===== src/rtl/ec_scalar_mul_ctrl.sv =====
// ---------------------------------------------------------------------------
// ec_scalar_mul_ctrl
//   Sequencer for R = k*P on y^2 = x^3 + a*x + b (mod prime) using
//   left-to-right double-and-add. Each double or add that needs real field
//   arithmetic is handed to a shared external point-add unit over a
//   request/response handshake. The point-at-infinity and P + (-P) cases
//   are resolved here, so the point-add unit only ever sees finite, non-
//   inverse operands. Coordinates are only compared and copied here.
//
// Ports
//   clk, rst              clock, synchronous active-high reset
//   in_valid              1-cycle start pulse (accepted in IDLE only)
//   in_Px/in_Py           base point P
//   in_k                  scalar k
//   in_prime, in_a        field prime and curve coefficient a
//   pa_in_valid           1-cycle request to the point-add unit
//   pa_Px/Py, pa_Qx/Qy    request operands (0 when no request)
//   pa_prime, pa_a        forwarded field parameters (0 when no request)
//   pa_out_valid          point-add result strobe
//   pa_Rx/pa_Ry           point-add result
//   out_valid             1-cycle result strobe
//   out_Rx/out_Ry         result point (0 when out_valid low or infinity)
//   out_inf               result is the point at infinity
//   out_err               (EC_TIMEOUT_EN only) point-add request timed out
//
// Configuration
//   EC_TIMEOUT_EN  adds a per-request watchdog of TIMEOUT cycles in the
//                  wait states and the out_err port. Without it the wait
//                  states block until the point-add unit answers.
// ---------------------------------------------------------------------------
module ec_scalar_mul_ctrl #(
  parameter int W       = 6,
  parameter int KW      = 6,
  parameter int TIMEOUT = 1023
) (
  input  logic          clk,
  input  logic          rst,
  input  logic          in_valid,
  input  logic [W-1:0]  in_Px,
  input  logic [W-1:0]  in_Py,
  input  logic [KW-1:0] in_k,
  input  logic [W-1:0]  in_prime,
  input  logic [W-1:0]  in_a,
  output logic          pa_in_valid,
  output logic [W-1:0]  pa_Px,
  output logic [W-1:0]  pa_Py,
  output logic [W-1:0]  pa_Qx,
  output logic [W-1:0]  pa_Qy,
  output logic [W-1:0]  pa_prime,
  output logic [W-1:0]  pa_a,
  input  logic          pa_out_valid,
  input  logic [W-1:0]  pa_Rx,
  input  logic [W-1:0]  pa_Ry,
  output logic          out_valid,
  output logic [W-1:0]  out_Rx,
  output logic [W-1:0]  out_Ry,
  output logic          out_inf
`ifdef EC_TIMEOUT_EN
  ,
  output logic          out_err
`endif
);

  localparam int CW = $clog2(KW + 1);

  typedef enum logic [2:0] {
    S_IDLE, S_SCAN, S_DBL_REQ, S_DBL_WAIT, S_ADD_REQ, S_ADD_WAIT, S_DONE
  } state_t;

  state_t        state_q, state_d;
  logic [W-1:0]  px_q, px_d, py_q, py_d, prime_q, prime_d, a_q, a_d;
  logic [KW-1:0] k_q, k_d;            // scalar, shifted left; MSB is current bit
  logic [CW-1:0] bits_q, bits_d;      // scalar bits still to process
  logic          dbl_done_q, dbl_done_d;  // double of current bit already done
  logic [W-1:0]  acc_x_q, acc_x_d, acc_y_q, acc_y_d;
  logic          acc_inf_q, acc_inf_d;
  logic          pa_valid_q, pa_valid_d;
  logic [W-1:0]  pa_px_q, pa_px_d, pa_py_q, pa_py_d;
  logic [W-1:0]  pa_qx_q, pa_qx_d, pa_qy_q, pa_qy_d;
  logic [W-1:0]  pa_prime_q, pa_prime_d, pa_a_q, pa_a_d;
  logic          out_valid_q, out_valid_d, out_inf_q, out_inf_d;
  logic [W-1:0]  out_rx_q, out_rx_d, out_ry_q, out_ry_d;
`ifdef EC_TIMEOUT_EN
  localparam int TW = $clog2(TIMEOUT + 1);
  logic [TW-1:0] tmr_q, tmr_d;
  logic          out_err_q, out_err_d;
`endif

  // Accumulator after the (possibly local) double step of SCAN.
  logic [W-1:0] step_x, step_y;
  logic         step_inf, need_dbl;

  always_comb begin
    // NOTE: every always_comb output gets a default first so no path can
    // leave it unassigned and infer a latch.
    state_d    = state_q;
    px_d       = px_q;
    py_d       = py_q;
    prime_d    = prime_q;
    a_d        = a_q;
    k_d        = k_q;
    bits_d     = bits_q;
    dbl_done_d = dbl_done_q;
    acc_x_d    = acc_x_q;
    acc_y_d    = acc_y_q;
    acc_inf_d  = acc_inf_q;
    // Request and result outputs are pulses: zero unless set below.
    pa_valid_d = 1'b0;
    pa_px_d    = '0;
    pa_py_d    = '0;
    pa_qx_d    = '0;
    pa_qy_d    = '0;
    pa_prime_d = '0;
    pa_a_d     = '0;
    out_valid_d = 1'b0;
    out_rx_d    = '0;
    out_ry_d    = '0;
    out_inf_d   = 1'b0;
    step_x   = acc_x_q;
    step_y   = acc_y_q;
    step_inf = acc_inf_q;
    need_dbl = 1'b0;
`ifdef EC_TIMEOUT_EN
    tmr_d     = tmr_q;
    out_err_d = 1'b0;
`endif

    case (state_q)
      S_IDLE: begin
        if (in_valid) begin
          px_d       = in_Px;
          py_d       = in_Py;
          k_d        = in_k;
          prime_d    = in_prime;
          a_d        = in_a;
          acc_x_d    = '0;
          acc_y_d    = '0;
          acc_inf_d  = 1'b1;
          bits_d     = CW'(KW);
          dbl_done_d = 1'b0;
          state_d    = S_SCAN;
        end
      end

      S_SCAN: begin
        if (bits_q == '0) begin
          out_valid_d = 1'b1;
          out_rx_d    = acc_inf_q ? '0 : acc_x_q;
          out_ry_d    = acc_inf_q ? '0 : acc_y_q;
          out_inf_d   = acc_inf_q;
          state_d     = S_DONE;
        end else begin
          // Double step: infinity stays infinity, y==0 doubles to infinity,
          // anything else goes to the point-add unit.
          if (!dbl_done_q && !acc_inf_q) begin
            if (acc_y_q == '0) begin
              step_x   = '0;
              step_y   = '0;
              step_inf = 1'b1;
            end else begin
              need_dbl = 1'b1;
            end
          end

          if (need_dbl) begin
            pa_valid_d = 1'b1;
            pa_px_d    = acc_x_q;
            pa_py_d    = acc_y_q;
            pa_qx_d    = acc_x_q;
            pa_qy_d    = acc_y_q;
            pa_prime_d = prime_q;
            pa_a_d     = a_q;
            dbl_done_d = 1'b1;
            state_d    = S_DBL_REQ;
          end else begin
            acc_x_d   = step_x;
            acc_y_d   = step_y;
            acc_inf_d = step_inf;
            // Add step; the bit is consumed whether or not a request follows.
            if (k_q[KW-1]) begin
              if (step_inf) begin
                acc_x_d   = px_q;
                acc_y_d   = py_q;
                acc_inf_d = 1'b0;
              end else if (step_x == px_q && step_y != py_q) begin
                // Same x, different y on a curve means acc == -P.
                acc_x_d   = '0;
                acc_y_d   = '0;
                acc_inf_d = 1'b1;
              end else begin
                pa_valid_d = 1'b1;
                pa_px_d    = step_x;
                pa_py_d    = step_y;
                pa_qx_d    = px_q;
                pa_qy_d    = py_q;
                pa_prime_d = prime_q;
                pa_a_d     = a_q;
                state_d    = S_ADD_REQ;
              end
            end
            k_d        = k_q << 1;
            bits_d     = bits_q - CW'(1);
            dbl_done_d = 1'b0;
          end
        end
      end

      S_DBL_REQ: begin
        state_d = S_DBL_WAIT;
`ifdef EC_TIMEOUT_EN
        tmr_d = '0;
`endif
      end

      S_ADD_REQ: begin
        state_d = S_ADD_WAIT;
`ifdef EC_TIMEOUT_EN
        tmr_d = '0;
`endif
      end

      S_DBL_WAIT, S_ADD_WAIT: begin
        if (pa_out_valid) begin
          acc_x_d   = pa_Rx;
          acc_y_d   = pa_Ry;
          acc_inf_d = 1'b0;
          state_d   = S_SCAN;
        end
`ifdef EC_TIMEOUT_EN
        else if (tmr_q == TW'(TIMEOUT - 1)) begin
          out_valid_d = 1'b1;
          out_err_d   = 1'b1;
          state_d     = S_DONE;
        end else begin
          tmr_d = tmr_q + TW'(1);
        end
`endif
      end

      S_DONE:  state_d = S_IDLE;
      default: state_d = S_IDLE;
    endcase
  end

  always_ff @(posedge clk) begin
    if (rst) begin
      state_q     <= S_IDLE;
      px_q        <= '0;
      py_q        <= '0;
      prime_q     <= '0;
      a_q         <= '0;
      k_q         <= '0;
      bits_q      <= '0;
      dbl_done_q  <= 1'b0;
      acc_x_q     <= '0;
      acc_y_q     <= '0;
      acc_inf_q   <= 1'b1;
      pa_valid_q  <= 1'b0;
      pa_px_q     <= '0;
      pa_py_q     <= '0;
      pa_qx_q     <= '0;
      pa_qy_q     <= '0;
      pa_prime_q  <= '0;
      pa_a_q      <= '0;
      out_valid_q <= 1'b0;
      out_rx_q    <= '0;
      out_ry_q    <= '0;
      out_inf_q   <= 1'b0;
`ifdef EC_TIMEOUT_EN
      tmr_q       <= '0;
      out_err_q   <= 1'b0;
`endif
    end else begin
      // NOTE: sequential state uses non-blocking assignments so every flop
      // samples the pre-edge value of the others.
      state_q     <= state_d;
      px_q        <= px_d;
      py_q        <= py_d;
      prime_q     <= prime_d;
      a_q         <= a_d;
      k_q         <= k_d;
      bits_q      <= bits_d;
      dbl_done_q  <= dbl_done_d;
      acc_x_q     <= acc_x_d;
      acc_y_q     <= acc_y_d;
      acc_inf_q   <= acc_inf_d;
      pa_valid_q  <= pa_valid_d;
      pa_px_q     <= pa_px_d;
      pa_py_q     <= pa_py_d;
      pa_qx_q     <= pa_qx_d;
      pa_qy_q     <= pa_qy_d;
      pa_prime_q  <= pa_prime_d;
      pa_a_q      <= pa_a_d;
      out_valid_q <= out_valid_d;
      out_rx_q    <= out_rx_d;
      out_ry_q    <= out_ry_d;
      out_inf_q   <= out_inf_d;
`ifdef EC_TIMEOUT_EN
      tmr_q       <= tmr_d;
      out_err_q   <= out_err_d;
`endif
    end
  end

  assign pa_in_valid = pa_valid_q;
  assign pa_Px       = pa_px_q;
  assign pa_Py       = pa_py_q;
  assign pa_Qx       = pa_qx_q;
  assign pa_Qy       = pa_qy_q;
  assign pa_prime    = pa_prime_q;
  assign pa_a        = pa_a_q;
  assign out_valid   = out_valid_q;
  assign out_Rx      = out_rx_q;
  assign out_Ry      = out_ry_q;
  assign out_inf     = out_inf_q;
`ifdef EC_TIMEOUT_EN
  assign out_err     = out_err_q;
`endif

endmodule

===== config.mk =====
export PLATFORM = sky130hd
export DESIGN_NAME = ec_scalar_mul_ctrl
export DESIGN_NICKNAME = d
export VERILOG_FILES = /design/src/rtl/ec_scalar_mul_ctrl.sv
export SDC_FILE = /design/constraint.sdc
export NUM_CORES = 1
export LEC_CHECK = 0
export BUFFER_PORTS_ARGS = -buffer_cell sky130_fd_sc_hd__clkbuf_2
export CORE_MARGIN = 1
export CORE_UTILIZATION = 40
export DETAILED_ROUTE_END_ITERATION = 8
export GPL_TIMING_DRIVEN = 0
export SLEW_MARGIN = 10
export SYNTH_ARGS = -nofsm -noshare
export SYNTH_HDL_FRONTEND = slang
export SYNTH_SLANG_ARGS = --single-unit
export TNS_END_PERCENT = 20

===== constraint.sdc =====
create_clock -name clk -period 2.6 [get_ports clk]
set_input_delay 0.52 -clock clk [delete_from_list [all_inputs] [get_ports clk]]
set_output_delay 0.52 -clock clk [all_outputs]
set_load 0.02 [all_outputs]

==> impl_metrics.toml, run 1 <==
[synthesis]
cells_after_synth = 496
ys_async_sr_fraction_pct = 0
synth-seq-cells = 101
mapped_nets = 544
yosys.area.top_type_share_pct = 48.5
synthDominantAreaCellType = "dfxtp_1"
synth_adder_area_share_pct = 0.840
synth.mux.area_fraction_pct = 1.20
synthesis.yosys.warnings = 0
synth_simple_gate_area_share_pct = 26.9
dominant_combinational_cell_family_by_area_after_synthesis = "simple AND/OR/NAND/NOR gates"
synthesis.area_mm2 = 0.00417
synth_edf_count = 0
avgSynthCellArea_um2 = 8.41
synth_top_flop_cell = "dfxtp_1"
seq_area_frac_synth_pct = 48.5
synthXorXnorAreaFrac_pct = 2.10
yosys-top-cells-area = "dfxtp_1 48%, nand2_1 7.8%, a21oi_1 7.0%"
synth_cell_type_count = 42
synthesized_area_fraction_occupied_by_ao_oa_aoi_and_oai_cells_pct = 16.2

[pwr]
power.total_uw = 5230
vdd_ir_drop_max_v = 0.000510
leakagePower_uw = 0.00212
pwr_density_cell_mw_per_mm2 = 1030

[die]
core_area_mm2 = 0.00995
dieHeight_um = 104
start_util_pct = 41.9
floorplan.rows = 36
design.die.area_mm2 = 0.0108
pin_count = 97
die_width_um = 104

[worst_hold_path]
min-delay-path-class = "input port to flop"
hold_path.startpoint = "in_a[4]"

[timing]
report.final.setup_viol = 0
post-route-period-util_pct = 95.0
slew_headroom_pct = 53.4
timing_max_transition_violations_final = 0
period_needed_ps = 2470
timing_worst_slew_pin_value_ps = 699
hold_violations = 0
grt_setup_unrepaired = "true"
skew_ps = 13.6
max_freq_mhz = 405

[setup_path]
criticalPathCategory = "flop to flop"
regToRegStartpoint = "acc_inf_q"
cp_data_arrival_time_ps = 2750
worst_setup_path_startpoint = "acc_inf_q"
worst-path-max-fanout = 10
critPathRequiredTime_ps = 2880
startpoint_type = "flop"
setup.worst_path.end_class = "flop"

[placement]
post-dp-hpwl_um = 8570
buffer_ports.inserted = 96
routabilityCongestion = 0.893

[drt]
route.detailed.drc = 0
detail_route.vias_per_cell = 5.28
final_antenna_net_count = 0
avgRoutedWirePerCell_um = 15.7
route.vias.total = 3941
drt_pre_antenna_iters = 5
drt-total-wl_um = 11700
first_iter_violations = 235

[clock_tree]
clk_root_buffer_cell = "clkbuf_8"
tritoncts = "done"
cts-htree-levels = 3
worst_setup_hold_path_clk_slew_ps = 110
clock_tree.buffer_depth = 2
cts.sinks = 101
tritoncts.num_buffers = 9
clock_latency_late_sink_ps = 370

[global_route]
vias_in_the_first_global_route = 3443
track_usage_pct = 21.5
grt_remaining_overflow = 0
grt_max_degree = 19
number_of_antenna_violations_at_the_first_check_in_global_routing = 0
wire_length_of_the_first_global_routing_pass_um = 18200

[run_status]
run_status = "finished clean"

[final_layout]
nNetsFinal = 656
drive_gt1_share_pct = 23.2
filler_cell_count = 1006
flow.area_growth_from_synthesis_pct = 22.2
antenna_cells_inserted = 0
final_util_pct = 51.2

[flow_run]
maxCapViolCount = 0
==> metal layers <==
metal	global-route usage, %	wire [µm]
met3	4.14	601
met1	29.5	5480
met4	7.04	166
met5	0	0
met2	34.0	5450
==> layout by cell type, fill, tap and decap left out, types with 5 or more instances in the layout <==
cell	n
nor2_1	30
nand3_1	12
a21oi_1	57
a211oi_1	12
clkbuf_8	9
clkbuf_2	99
nand2_1	87
mux2i_1	5
o21ai_1	7
and2_1	16
a31oi_1	5
and3_1	24
a311oi_1	6
xor2_1	8
buf_2	10
buf_4	5
dfxtp_1	101
o32ai_1	7
nand4_1	14
clkbuf_1	27
nand2b_1	16
==> metrics by stage <==
step	cell area (µm²)	hold slack (ps)	std cells	TNS, ps	setup WS [ps]
detailed placement	4820	445	725	-1740	-122
finish	5100	351	746	0	129
global route	5100	344	746	-955	-60.5
CTS	5050	345	743	0	9.62
global placement	4820	438	725	-2370	-133
floorplan	4170	432	496	0	468
==> critical path, stage by stage (launching register included) <==
cell and delay, ps:
dfxtp_1 330, clkbuf_1 400, or2_2 220, clkbuf_1 380, a211oi_2 130, nor2_1 340, buf_2 300, nor2_1 60
a311oi_1 230
==> worst paths after layout <==
| kind | to | slack (ps) | cells past startpoint |
|---|---|---|---|
| setup / recovery | bits_q[1] | 130 | 8 |
| hold / removal | a_q[4] | 350 | 3 |
| setup reg to reg | bits_q[1] | 130 | 8 |
| hold reg to reg | a_q[0] | 460 | 2 |
==> timing repair <==
item                                    CTS  global route
gates resized for setup                   2            12
pin swaps                                 1             1
hold buffers                              0             0
endpoints found under the setup margin   28            39
setup buffers                             2             3
==> power breakdown <==
part	switching (µW)	leakage (µW)	internal [µW]
Clock	566	0.000101	464
Sequential	182	0.000821	1760
Combinational	1470	0.00120	789
==> cells in the mapped netlist, types with 5 or more instances <==
cell and number:
xor2_1 8, o32ai_1 7, o21ai_1 6, nand3_1 12, and3_1 24, a311oi_1 6
nand2b_1 16, mux2i_1 5, a211oi_1 13, nor2_1 30, buf_2 11, and2_1 16
nand2_1 87, a31oi_1 5, dfxtp_1 101, nand4_1 14, o21ai_0 5, a21oi_1 58
clkbuf_1 29
==> cells by family after synthesis <==
kind of cell / count (synthesis)
multiplexers: 5
flip-flops: 101
buffers and inverters: 44
AO/OA/AOI/OAI: 110
adder cells (fa/ha/maj): 3
AND/OR/NAND/NOR: 223
XOR/XNOR: 10
==> final cells by class <==
cell class	instances	area, µm²	area share, %
Clock inverter	6	77.6	1.52
Sequential cell	101	2020	39.7
Clock buffer	10	128	2.50
Multi-Input combinational cell	351	2000	39.2
Timing Repair Buffer	101	518	10.2
Inverter	4	15.0	0.295
Tap cell	133	166	3.27
Buffer	40	170	3.34
Power figures use the tool's default switching activity.
==> run 2: changes to the inputs <==
Settings changed: ABC_AREA set to 1.
==> run 2 against run 1 <==
Combinational power up 4%. Sequential share of layout area up 0.098 points. Final area is 0.25% lower. Via count down 3.0%. Die area grew 1.5%.
==> impl_metrics.toml, run 2 <==
[placement]
routabilityCongestion = 0.885
post-dp-hpwl_um = 8320
detailedPlace.worstSlack_ps = 535
buffer_ports.inserted = 95

[drt]
drt_pre_antenna_iters = 4
detail_route.vias_per_cell = 4.93
drt-total-wl_um = 11100
avgRoutedWirePerCell_um = 14.3
first_iter_violations = 232
route.vias.total = 3823
route.detailed.drc = 0
final_antenna_net_count = 0

[synthesis]
synth-seq-cells = 101
ys_top_cells_by_count = "101 x dfxtp_1, 73 x nand2_1, 64 x a21oi_1, 54 x nor2_1, 50 x inv_1"
synthDominantAreaCellType = "dfxtp_1"
seq_area_frac_synth_pct = 47.8
yosys-top-cells-area = "dfxtp_1 48%, a21oi_1 7.6%, nand2_1 6.5%"
yosys.cell_count.top_type = "dfxtp_1"
synth_edf_count = 0
mapped_nets = 577
synthesis.yosys.warnings = 0
ys_async_sr_fraction_pct = 0
synth_top_flop_cell = "dfxtp_1"
synthesis.area_mm2 = 0.00423
cells_after_synth = 529
avgSynthCellArea_um2 = 8.00
synth_cell_type_count = 35
yosys.area.top_type_share_pct = 47.8

[die]
pin_count = 97
dieHeight_um = 105
design.die.area_mm2 = 0.0110
start_util_pct = 41.2
core_area_mm2 = 0.0103
die_width_um = 105
floorplan.rows = 37

[pwr]
sw_frac_of_total_pct = 44.1
vdd_ir_drop_max_v = 0.000475
power.switching_uw = 2400
proportion_of_power_drawn_by_flip_flops_and_latches_pct = 37.8
share_clk_of_total_power_pct = 18.8
power.total_uw = 5440
pwr_density_cell_mw_per_mm2 = 1070
share_comb_of_total_power_pct = 43.4
leakagePower_uw = 0.00216
internal_power_uw = 3040

[final_layout]
flow.area_growth_from_synthesis_pct = 20.1
layout.cells.most_common_list = "101 x dfxtp_1, 95 x clkbuf_2, 73 x nand2_1"
antenna_cells_inserted = 0
multi_input_comb_area_mm2 = 0.00184
final_util_pct = 49.5
area.sequential_mm2 = 0.00202
nNetsFinal = 683
filler_cell_count = 1060
mostFrequentLayoutCell = "dfxtp_1"
drive_gt1_share_pct = 29.4

[timing]
report.final.setup_viol = 0
timing_worst_slew_pin_value_ps = 619
hold_violations = 0
slew_headroom_pct = 58.8
finalWorstSetupSlack_ps = 481
period_needed_ps = 2120
fin_setup_tns_ps = 0
hold-worst-slack_ps = 367
timing_max_transition_violations_final = 0
skew_ps = 10.1
max_freq_mhz = 472
post-route-period-util_pct = 81.5
grt_setup_unrepaired = "false"

[clock_tree]
clock_tree.buffer_depth = 2
cts_hold_buf = 0
tritoncts.num_buffers = 9
tritoncts = "done"
worst_setup_hold_path_clk_slew_ps = 100
clk_root_buffer_cell = "clkbuf_8"
cts-htree-levels = 3
cts.sinks = 101
clock_latency_late_sink_ps = 370
cts_setup_buffers = 0
cts_resized = 0

[setup_path]
cp_data_arrival_time_ps = 2390
critPathRequiredTime_ps = 2870
cpMaxStageDelayCell = "dfxtp_1"
setup.worst_path.end_class = "flop"
worst-path-max-fanout = 10
reg2regPathDepth = 11
largest_stage_delay_worst_path_ps = 380
startpoint_type = "flop"
criticalPathCategory = "flop to flop"
crit_chain = "nor2_2 -> nand3_1 -> nand2_2 -> inv_2 -> nand2_1 -> nand2_1 -> nor2_2 -> inv_2 -> buf_2 -> a21oi_1 -> a21oi_2"
worst_setup_path_startpoint = "acc_y_q[2]"
regToRegStartpoint = "acc_y_q[2]"

[global_route]
grt_remaining_overflow = 0
track_usage_pct = 21.1
vias_in_the_first_global_route = 3616
grt_max_degree = 19
wire_length_of_the_first_global_routing_pass_um = 17900
number_of_antenna_violations_at_the_first_check_in_global_routing = 0

[worst_hold_path]
whs_path_depth = 3
min-delay-path-class = "input port to flop"
hold_path.startpoint = "in_Py[2]"

[run_status]
run_status = "finished clean"

[flow_run]
maxCapViolCount = 0
==> run 2: cell types whose count changed after synthesis, sizes merged, moves of 19 or more <==
cell / delta
and3: -24
o21ai: +50
clkbuf: -19
inv: +53
a21oi: +21
nor2: +40
==> run 2: area by class of cell <==
class                      count  share of cell area, %
sequential                   101                   39.8
multi-input combinational    343                   36.2
timing repair buffer          95                   9.35
inverter                      58                   4.28
tap                          136                   3.35
buffer                        27                   3.00
clock buffer                   9                   2.44
clock inverter                 7                   1.58
==> run 2: cells by family after synthesis <==
logic type | share of synthesized area (%)
simple gates | 20.4
buf+inv | 8.75
compound gates | 21.3
flops | 47.8
xor+xnor | 1.24
fa+ha+maj | 0.591
==> run 2: power by group through the flow <==
stage | registers, µW | logic (µW) | clock network [µW]
2_1_floorplan | 2050 | 1770 | 0
3_3_place_gp | 2080 | 2310 | 0
3_5_place_dp | 2090 | 2340 | 0
4_1_cts | 2050 | 2350 | 1050
5_1_grt | 2090 | 2640 | 1130
6_report | 2060 | 2360 | 1020
==> run 2: final timing paths <==
path	endpoint	slack, ps
worst max register to register	acc_y_q[0]	480
worst max-delay path	acc_y_q[0]	480
worst min-delay path	py_q[2]	370
worst min register to register	pa_a[1]	440
==> run 2: critical path: cells and delay by family (launching register included) <==
kind	cells	cell delay, ps
AO/OA/AOI/OAI	2	340
buffers and inverters	3	350
flip-flops	1	380
AND/OR/NAND/NOR	6	940
==> run 2: metal layers <==
layer  up-vias  part of all wire [%]  track usage (%)
li1       1941                     -                -
met1      1733                    46             27.7
met2       129                    46             33.8
met3        20                   6.0             4.80
met4         0                   2.4             7.55
met5         -                     0                0
==> run 2: metrics by stage <==
| stage | instances | instance area, µm² |
|---|---|---|
| after CTS | 776 | 5080 |
| after global placement | 760 | 4880 |
| final | 776 | 5080 |
| after detailed placement | 760 | 4880 |
| after global routing | 776 | 5080 |
| after floorplan | 529 | 4230 |
==> run 3: changes to the inputs <==
Clock period 2.6 ns to 1.7 ns, I/O delays scaled along.
==> run 3 against run 2 <==
The run now ends with negative setup slack left. Register-to-register slack worse by 710 ps. Routed wire length grew 6.5%. Final cell count is 2.6% higher. Maximum frequency up 9.8%. Global-route usage increased by 0.89 points. Via count rose by 2.5%. Critical path depth increased by 2.
==> impl_metrics.toml, run 3 (same netlist as run 2, synthesis figures left out) <==
[drt]
route.detailed.drc = 0
first_iter_violations = 255
route.vias.total = 3917
detail_route.vias_per_cell = 4.92
final_antenna_net_count = 0
drt_pre_antenna_iters = 4
drt-total-wl_um = 11800
avgRoutedWirePerCell_um = 14.8

[timing]
timing_max_transition_violations_final = 0
slew_headroom_pct = 53.6
grt_setup_unrepaired = "true"
timing_worst_slew_pin_value_ps = 696
report.final.setup_viol = 57
skew_ps = 11.3
period_needed_ps = 1930
post-route-period-util_pct = 114
hold_violations = 0
finalWorstSetupSlack_ps = -230
max_freq_mhz = 518

[global_route]
grt_remaining_overflow = 0
number_of_antenna_violations_at_the_first_check_in_global_routing = 0
wire_length_of_the_first_global_routing_pass_um = 18600
vias_in_the_first_global_route = 3758
grt_max_degree = 19
track_usage_pct = 22.0

[setup_path]
worst-path-buf-inv = 3
setup.worst_path.end_class = "flop"
worst-path-max-fanout = 5
startpoint_type = "flop"
crit-reg2reg-capture = "acc_x_q[2]"
reg2regPathDepth = 13
cpMaxStageDelayCell = "dfxtp_4"
crit_chain = "nor2_4 -> nand4_4 -> buf_6 -> buf_8 -> nand3_2 -> nand2_1 -> nor2_2 -> nand3_4 -> nand2_4 -> buf_12 -> nor2_4 -> o21ai_2 -> a21oi_2"
regToRegStartpoint = "acc_y_q[1]"
setup.reg_to_reg.worst_slack_ps = -230
timing.critical_path.max_delay_family = "simple AND/OR/NAND/NOR gates"
largest_stage_delay_worst_path_ps = 360
critPathRequiredTime_ps = 1970
criticalPathCategory = "flop to flop"
path_common_cell = "nor2_4"
cp_data_arrival_time_ps = 2200

[worst_hold_path]
min_delay_endpoint = "py_q[2]"
min-delay-path-class = "input port to flop"
whs_path_depth = 3
hold_path.startpoint = "in_Py[2]"

[final_layout]
final_util_pct = 55.5
layout.cells.most_common_list = "97 x clkbuf_2, 89 x dfxtp_1, 61 x nand2_1"
drive_gt1_share_pct = 42.0
flow.area_growth_from_synthesis_pct = 34.7
design_area_mm2 = 0.00570
mostFrequentLayoutCell = "clkbuf_2"
antenna_cells_inserted = 0
nNetsFinal = 703
filler_cell_count = 976

[clock_tree]
clk_root_buffer_cell = "clkbuf_8"
clock_tree.buffer_depth = 2
cts_hold_buf = 0
tritoncts = "done"
cts-htree-levels = 3
worst_setup_hold_path_clk_slew_ps = 100
tritoncts.num_buffers = 9
clock_latency_late_sink_ps = 380
cts.sinks = 101

[pwr]
pwr_density_cell_mw_per_mm2 = 1680
vdd_ir_drop_max_v = 0.000810
leakagePower_uw = 0.00238

[die]
core_area_mm2 = 0.0103
dieHeight_um = 105
pin_count = 97
design.die.area_mm2 = 0.0110
floorplan.rows = 37
die_width_um = 105
start_util_pct = 41.2

[placement]
buffer_ports.inserted = 95
routabilityCongestion = 0.885
placed_area_mm2 = 0.00488
post-dp-hpwl_um = 8320

[flow_run]
maxCapViolCount = 0

[run_status]
violations_in_the_final_reports = "negative setup slack"
run_status = "finished, violations left"
-- run 3: repair_timing --
action                     4_1_cts  5_1_grt
setup endpoints to repair       94       92
resized for setup               91       54
gates cloned                     2        1
pin swaps                        7        8
buffers inserted                12        7
-- run 3: area by class of cell --
class | count | area (µm²) | area share, %
Clock inverter | 7 | 80.1 | 1.40
Clock buffer | 9 | 124 | 2.17
Sequential cell | 101 | 2060 | 36.1
Multi-Input combinational cell | 343 | 2130 | 37.4
Tap cell | 136 | 170 | 2.98
Buffer | 26 | 220 | 3.86
Inverter | 58 | 231 | 4.06
Timing Repair Buffer | 116 | 684 | 12.0
-- run 3: power by group --
part	internal [µW]	switching [µW]	total (µW)
clock	704	885	1590
sequential	2840	391	3230
combinational	1810	2940	4750
-- run 3: how the worst max path moves through the flow --
stage	to	cells past startpoint	start
2_1_floorplan	acc_x_q[4]	12	acc_y_q[1]
3_3_place_gp	acc_y_q[0]	11	acc_y_q[2]
3_5_place_dp	acc_y_q[0]	11	acc_y_q[2]
4_1_cts	acc_x_q[2]	13	acc_y_q[3]
5_1_grt	acc_x_q[2]	13	acc_y_q[1]
6_report	acc_x_q[2]	13	acc_y_q[1]
-- run 3: metrics by stage --
step                setup TNS, ps  setup slack, ps  instances  total power (µW)  hold slack, ps
floorplan                       0             15.3        529              5840             416
CTS                         -8700             -241        789              9150             175
global route               -12760             -312        796             10200             186
finish                      -7330             -230        796              9570             186
global placement           -16140             -371        760              6720             423
detailed placement         -18350             -365        760              6780             427
-- run 3: tightest hold or removal path: stages --
cell      delay (ps)
clkbuf_2          80
nor2_1            30
nor2_1            80
-- run 3: routing by layer --
metal  vias to the layer above  global-route usage, %  wire length [µm]
li1                       1982                      -                 -
met1                      1802                   28.3              5370
met2                       110                   36.1              5480
met3                        23                   4.99               625
met4                         0                   7.65               309
met5                         -                      0                 0
